<file path="config.mk">
export PLATFORM = sky130hd
export DESIGN_NAME = multiword_carry_skip_adder
export DESIGN_NICKNAME = d
export VERILOG_FILES = /design/src/rtl/adder_pkg.sv /design/src/rtl/carry_skip_adder_32bit.sv /design/src/rtl/multiword_carry_skip_adder.sv
export SDC_FILE = /design/constraint.sdc
export NUM_CORES = 1
export LEC_CHECK = 0
export CORE_MARGIN = 2
export CORE_UTILIZATION = 25
export CTS_CLUSTER_SIZE = 12
export DETAILED_ROUTE_END_ITERATION = 16
export PLACE_DENSITY_LB_ADDON = 0.05
export SETUP_SLACK_MARGIN = 0.1
export SLEW_MARGIN = 20
export SYNTH_ARGS = -nofsm -noshare
export SYNTH_HDL_FRONTEND = slang
export SYNTH_SLANG_ARGS = --single-unit
</file>
<file path="constraint.sdc">
create_clock -name clk -period 46.8 [get_ports clk]
set_clock_uncertainty 0.2 [all_clocks]
set_input_delay 9.36 -clock clk [delete_from_list [all_inputs] [get_ports clk]]
set_output_delay 9.36 -clock clk [all_outputs]
set_load 0.02 [all_outputs]
</file>
<file path="src/rtl/adder_pkg.sv">
// Shared definitions for the multi-word adder built around the 32-bit carry-skip core.
package adder_pkg;

  localparam int WORD_W = 32;

  typedef enum logic [1:0] {
    IDLE = 2'd0,
    RUN  = 2'd1,
    DONE = 2'd2
  } state_e;

  // A single-word configuration still needs a 1-bit index register.
  function automatic int idx_width(input int words);
    return (words > 1) ? $clog2(words) : 1;
  endfunction

endpackage

</file>
<file path="src/rtl/carry_skip_adder_32bit.sv">
// Combinational 32-bit carry-skip adder: 4-bit ripple blocks whose carry bypasses
// a block whenever every bit of that block propagates.
module carry_skip_adder_32bit
  import adder_pkg::*;
(
  input  logic [WORD_W-1:0] A,
  input  logic [WORD_W-1:0] B,
  input  logic              cin,
  output logic [WORD_W-1:0] sum,
  output logic              cout
);

  localparam int BLK_W = 4;
  localparam int N_BLK = WORD_W / BLK_W;

  always_comb begin
    logic c;
    logic rc;
    logic blk_p;
    c     = cin;
    rc    = 1'b0;
    blk_p = 1'b0;
    sum   = '0;
    for (int b = 0; b < N_BLK; b++) begin
      rc    = c;
      blk_p = 1'b1;
      for (int i = 0; i < BLK_W; i++) begin
        sum[b*BLK_W+i] = A[b*BLK_W+i] ^ B[b*BLK_W+i] ^ rc;
        rc    = (A[b*BLK_W+i] & B[b*BLK_W+i]) | (rc & (A[b*BLK_W+i] ^ B[b*BLK_W+i]));
        blk_p = blk_p & (A[b*BLK_W+i] ^ B[b*BLK_W+i]);
      end
      c = blk_p ? c : rc;
    end
    cout = c;
  end

endmodule

</file>
<file path="src/rtl/multiword_carry_skip_adder.sv">
// Sequential WORDS*32-bit adder: one word slice per clock through a single
// carry-skip core, least significant word first, carry held in a flop between slices.
//
// state | meaning
// IDLE  | waiting for an operand bundle; in_ready high
// RUN   | adding word idx; carry flop feeds the core
// DONE  | result valid; held until out_ready
module multiword_carry_skip_adder
  import adder_pkg::*;
#(
  parameter int WORDS = 4
) (
  input  logic                    clk,
  input  logic                    rst,
  input  logic                    in_valid,
  output logic                    in_ready,
  input  logic [WORDS*WORD_W-1:0] in_a,
  input  logic [WORDS*WORD_W-1:0] in_b,
  input  logic                    in_cin,
  output logic                    out_valid,
  input  logic                    out_ready,
  output logic [WORDS*WORD_W-1:0] out_sum,
  output logic                    out_cout,
  output logic                    busy
);

  localparam int IDX_W = idx_width(WORDS);
  localparam int TOT_W = WORDS * WORD_W;

  state_e             state;
  state_e             state_nxt;
  logic [IDX_W-1:0]   idx;
  logic               carry;
  logic [TOT_W-1:0]   op_a;
  logic [TOT_W-1:0]   op_b;
  logic [WORD_W-1:0]  slice_a;
  logic [WORD_W-1:0]  slice_b;
  logic [WORD_W-1:0]  slice_sum;
  logic               slice_cout;
  logic               last_word;
  logic               accept;

  assign in_ready  = (state == IDLE);
  assign out_valid = (state == DONE);
  assign busy      = !in_ready;
  assign accept    = in_valid && in_ready;
  assign last_word = (idx == IDX_W'(WORDS - 1));
  assign slice_a   = op_a[idx*WORD_W +: WORD_W];
  assign slice_b   = op_b[idx*WORD_W +: WORD_W];

  carry_skip_adder_32bit u_core (
    .A    (slice_a),
    .B    (slice_b),
    .cin  (carry),
    .sum  (slice_sum),
    .cout (slice_cout)
  );

  always_ff @(posedge clk) begin
    if (rst) state <= IDLE;
    else     state <= state_nxt;
  end

  always_comb begin
    state_nxt = state;
    unique case (state)
      IDLE:    if (in_valid)  state_nxt = RUN;
      RUN:     if (last_word) state_nxt = DONE;
      DONE:    if (out_ready) state_nxt = IDLE;
      default: state_nxt = IDLE;
    endcase
  end

  always_ff @(posedge clk) begin
    if (rst) begin
      idx      <= '0;
      carry    <= 1'b0;
      op_a     <= '0;
      op_b     <= '0;
      out_sum  <= '0;
      out_cout <= 1'b0;
    end else if (accept) begin
      op_a  <= in_a;
      op_b  <= in_b;
      carry <= in_cin;
      idx   <= '0;
    end else if (state == RUN) begin
      out_sum[idx*WORD_W +: WORD_W] <= slice_sum;
      carry <= slice_cout;
      idx   <= idx + IDX_W'(1);
      // Result words above idx still hold the previous op until overwritten here.
      if (last_word) out_cout <= slice_cout;
    end
  end

endmodule
</file>
==> reports/metrics.cfg <==
[finish]
nets = 2579
syn_to_final_growth_pct = 36.93
drive_above_1_share_pct = 7.187
design_area_um2 = 22500
fin_cells = 3138

[global_routing]
grt_pass1_vias = 14050
grt_util_met3_pct = 3.535
busiest_layer = met2
use_met1_pct = 24.92
grt.overflow.total = 0
grt_max_degree = 178
grt_pass1_wl_um = 87830
met2_usage_pct = 25.61
antenna_found_initial = 1
grtUsageTotal_pct = 17.03

[hold_path]
min_path_type = reg2reg
holdCritStartpoint = op_b[16]$_SDFFE_PP0P_
hold_end = op_b[16]$_SDFFE_PP0P_
min_path_cells = 2

[setup_path]
cpPeakStageDelay_ps = 740
crit_required_ps = 47030
r2r-start = idx[1]$_SDFFE_PP0P_
worst_r2r_path_depth = 55
crit_top_cell = fa_1
start_kind = register
r2r-end = out_sum[95]$_SDFFE_PP0P_
arrival_ps = 16780
worstSetupPathType = reg2reg
crit_path_end_kind = register
slowest_stage = dfxtp_4
cp_max_fo = 37
r2r_setup_slack_ps = 30250

[power_and_ir_drop]
powerDensity_nw_per_um2 = 36.70
p_leak_nw = 8.153
peakVddDrop_v = 0.00002426
p_total_uw = 825.6

[die]
core_area_um2 = 64700
die-width_um = 260.3
ios = 393
rows = 93
fp.dieH_um = 260.3
die-area_um2 = 67780
start_util_pct = 25.39

[cts]
ctsLongestPathBuffers = 3
cts_tree = built
clk_pin_slew_worst_paths_ps = 60
postCtsSetupBuffers = 0
clkSinkCount = 390
htreeDepth = 2
cts-root-buf = clkbuf_16
clkLatencyLatePin_ps = 580
cts_buffers = 47
postCtsHoldBufs = 0
ctsResizeCount = 0

[outcome]
status = finished, final reports clean

[place]
place_area_um2 = 20960
place.gp.congestion = 0.7773
dp_hpwl_um = 42250
place_inst = 3053
io_buffers = 392

[synthesis]
ys_ff_latch = 390
ys_types = 41
synth_top_area_share_pct = 47.52
synth_seq_area_share_pct = 47.52
syn_area_um2 = 16430
yosysTopAreaCell = dfxtp_1
synth_ff_type = dfxtp_1
synthTopCellsByArea = dfxtp_1, nand2_1, a21oi_1
synthCells = 1933
yosys_warnings = 0
synth_edf_count = 0
synthArstFlopShare_pct = 0
synth_fp_nets = 2264
synth.avg_cell_area_um2 = 8.499

[timing]
grt_setup_unrepaired = false
finalSetupTns_ps = 0
hold_ws_ps = 249.6
max_freq_mhz = 60.43
fin_crit_sh_pct = 35.36
slew_headroom_pct = 28.04
hold_viol_final = 0
slew_violations = 0
finalSetupViolCount = 0
period_needed_ps = 16550
worstMarginPinSlew_ps = 1070

[detailed_routing]
drtAntennaViolNets = 0
route.detailed.drc = 0
wirelength_um = 58920
avgViaCountPerCell = 4.492
num_vias = 14100
first_iter_violations = 881
first_pass_iters = 5
routedWlPerCell_um = 18.78

[job]
drv_cap = 0

-- critical path: cells and delay by family, from the launching register on --
family	cells	cell delay [ps]
AO/OA/AOI/OAI	6	890
adder cells (fa/ha/maj)	31	11760
flip-flops	1	740
multiplexers	2	700
buffers and inverters	7	1080
AND/OR/NAND/NOR	9	970
-- registers in the layout, indices dropped and copies added, names as in the netlist --
register and cells:
idx 2, out_cout 1, op_b 128, carry 1, out_sum 128, state 2
op_a 128
-- cells in the mapped netlist, types with 4 or more instances --
master and n:
a22oi_1 16, fa_1 32, buf_1 6, nor3_1 4, nand2_1 519, nor2_1 249, a21oi_1 372, ha_1 38
nand4_1 8, clkbuf_1 87, buf_6 4, buf_2 41, dfxtp_1 390, inv_1 66, mux4_2 64
-- placed cells by master (no fill, tap or decap), types with 2 or more instances in the layout --
cell and n:
a22oi_1 16, clkinv_4 2, buf_16 2, inv_1 66, nand2b_1 3, nand2_4 2
a21oi_1 372, o21ai_0 3, dfxtp_1 388, clkbuf_8 14, ha_1 38, clkinv_2 4
clkbuf_1 11, nand4_1 8, inv_6 3, buf_4 12, nand2_1 518, and4_1 2
dfxtp_4 2, clkdlybuf4s50_1 391, fa_1 32, clkbuf_16 48, nand2_2 2, a31oi_1 2
nor2b_1 2, or3_1 2, nor2_1 249, mux4_2 64, nor3_1 4
-- how the worst max path moves through the flow --
stage                             start                         to  slack [ps]  depth (start not counted)
CTS                 idx[1]$_SDFFE_PP0P_  out_sum[127]$_SDFFE_PP0P_       30090                         55
detailed placement  idx[1]$_SDFFE_PP0P_  out_sum[127]$_SDFFE_PP0P_       30120                         55
finish              idx[1]$_SDFFE_PP0P_   out_sum[95]$_SDFFE_PP0P_       30250                         55
floorplan           idx[0]$_SDFFE_PP0P_   out_sum[31]$_SDFFE_PP0P_       31520                         58
global placement    idx[1]$_SDFFE_PP0P_   out_sum[63]$_SDFFE_PP0P_       30420                         55
global route        idx[1]$_SDFFE_PP0P_   out_sum[31]$_SDFFE_PP0P_       29300                         55
-- cell families (layout without fill, tap and decap cells) --
kind of cell | count (synthesis) | after routing | share of synthesized area [%]
compound gates | 399 | 399 | 12.59
xor+xnor | 1 | 1 | 0.05332
fa+ha+maj | 70 | 70 | 6.794
buf+inv | 207 | 556 | 5.293
flops | 390 | 390 | 47.52
mux | 65 | 65 | 8.865
other cells | 0 | 1 | 0
simple gates | 801 | 801 | 18.88
-- metrics by stage --
step                      worst slack [ps]  utilization [%]
after detailed placement             30120            32.40
after CTS                            30090            34.72
after floorplan                      31520                -
after global routing                 29300            34.77
final                                30250            34.77
after global placement               30420            32.35
-- metal layers --
layer / wire, um / share of wire, % / vias to the layer above
met5: 0 / 0 / -
met4: 1031 / 1.7 / 0
met3: 3246 / 5.5 / 62
met2: 25330 / 43 / 373
met1: 29310 / 50 / 6688
li1: - / - / 6973
-- layout make-up --
cell class,count,area (um^2)
clock buffers,73,1435
diodes,1,2.502
flip-flops and latches,390,7815
multi-input cells,1336,7761
fillers,6774,42200
inverters,66,247.7
repair buffers,407,4094
well taps,855,1070
clock inverters,10,70.07
-- power by group --
group          leakage [nW]  switching, mW  total (mW)  internal, mW
Clock                 0.747          0.147       0.358         0.210
Sequential             3.19        0.00867       0.356         0.348
Combinational          4.22         0.0631       0.111        0.0484
No activity file was read; power rests on OpenSTA's default activity.
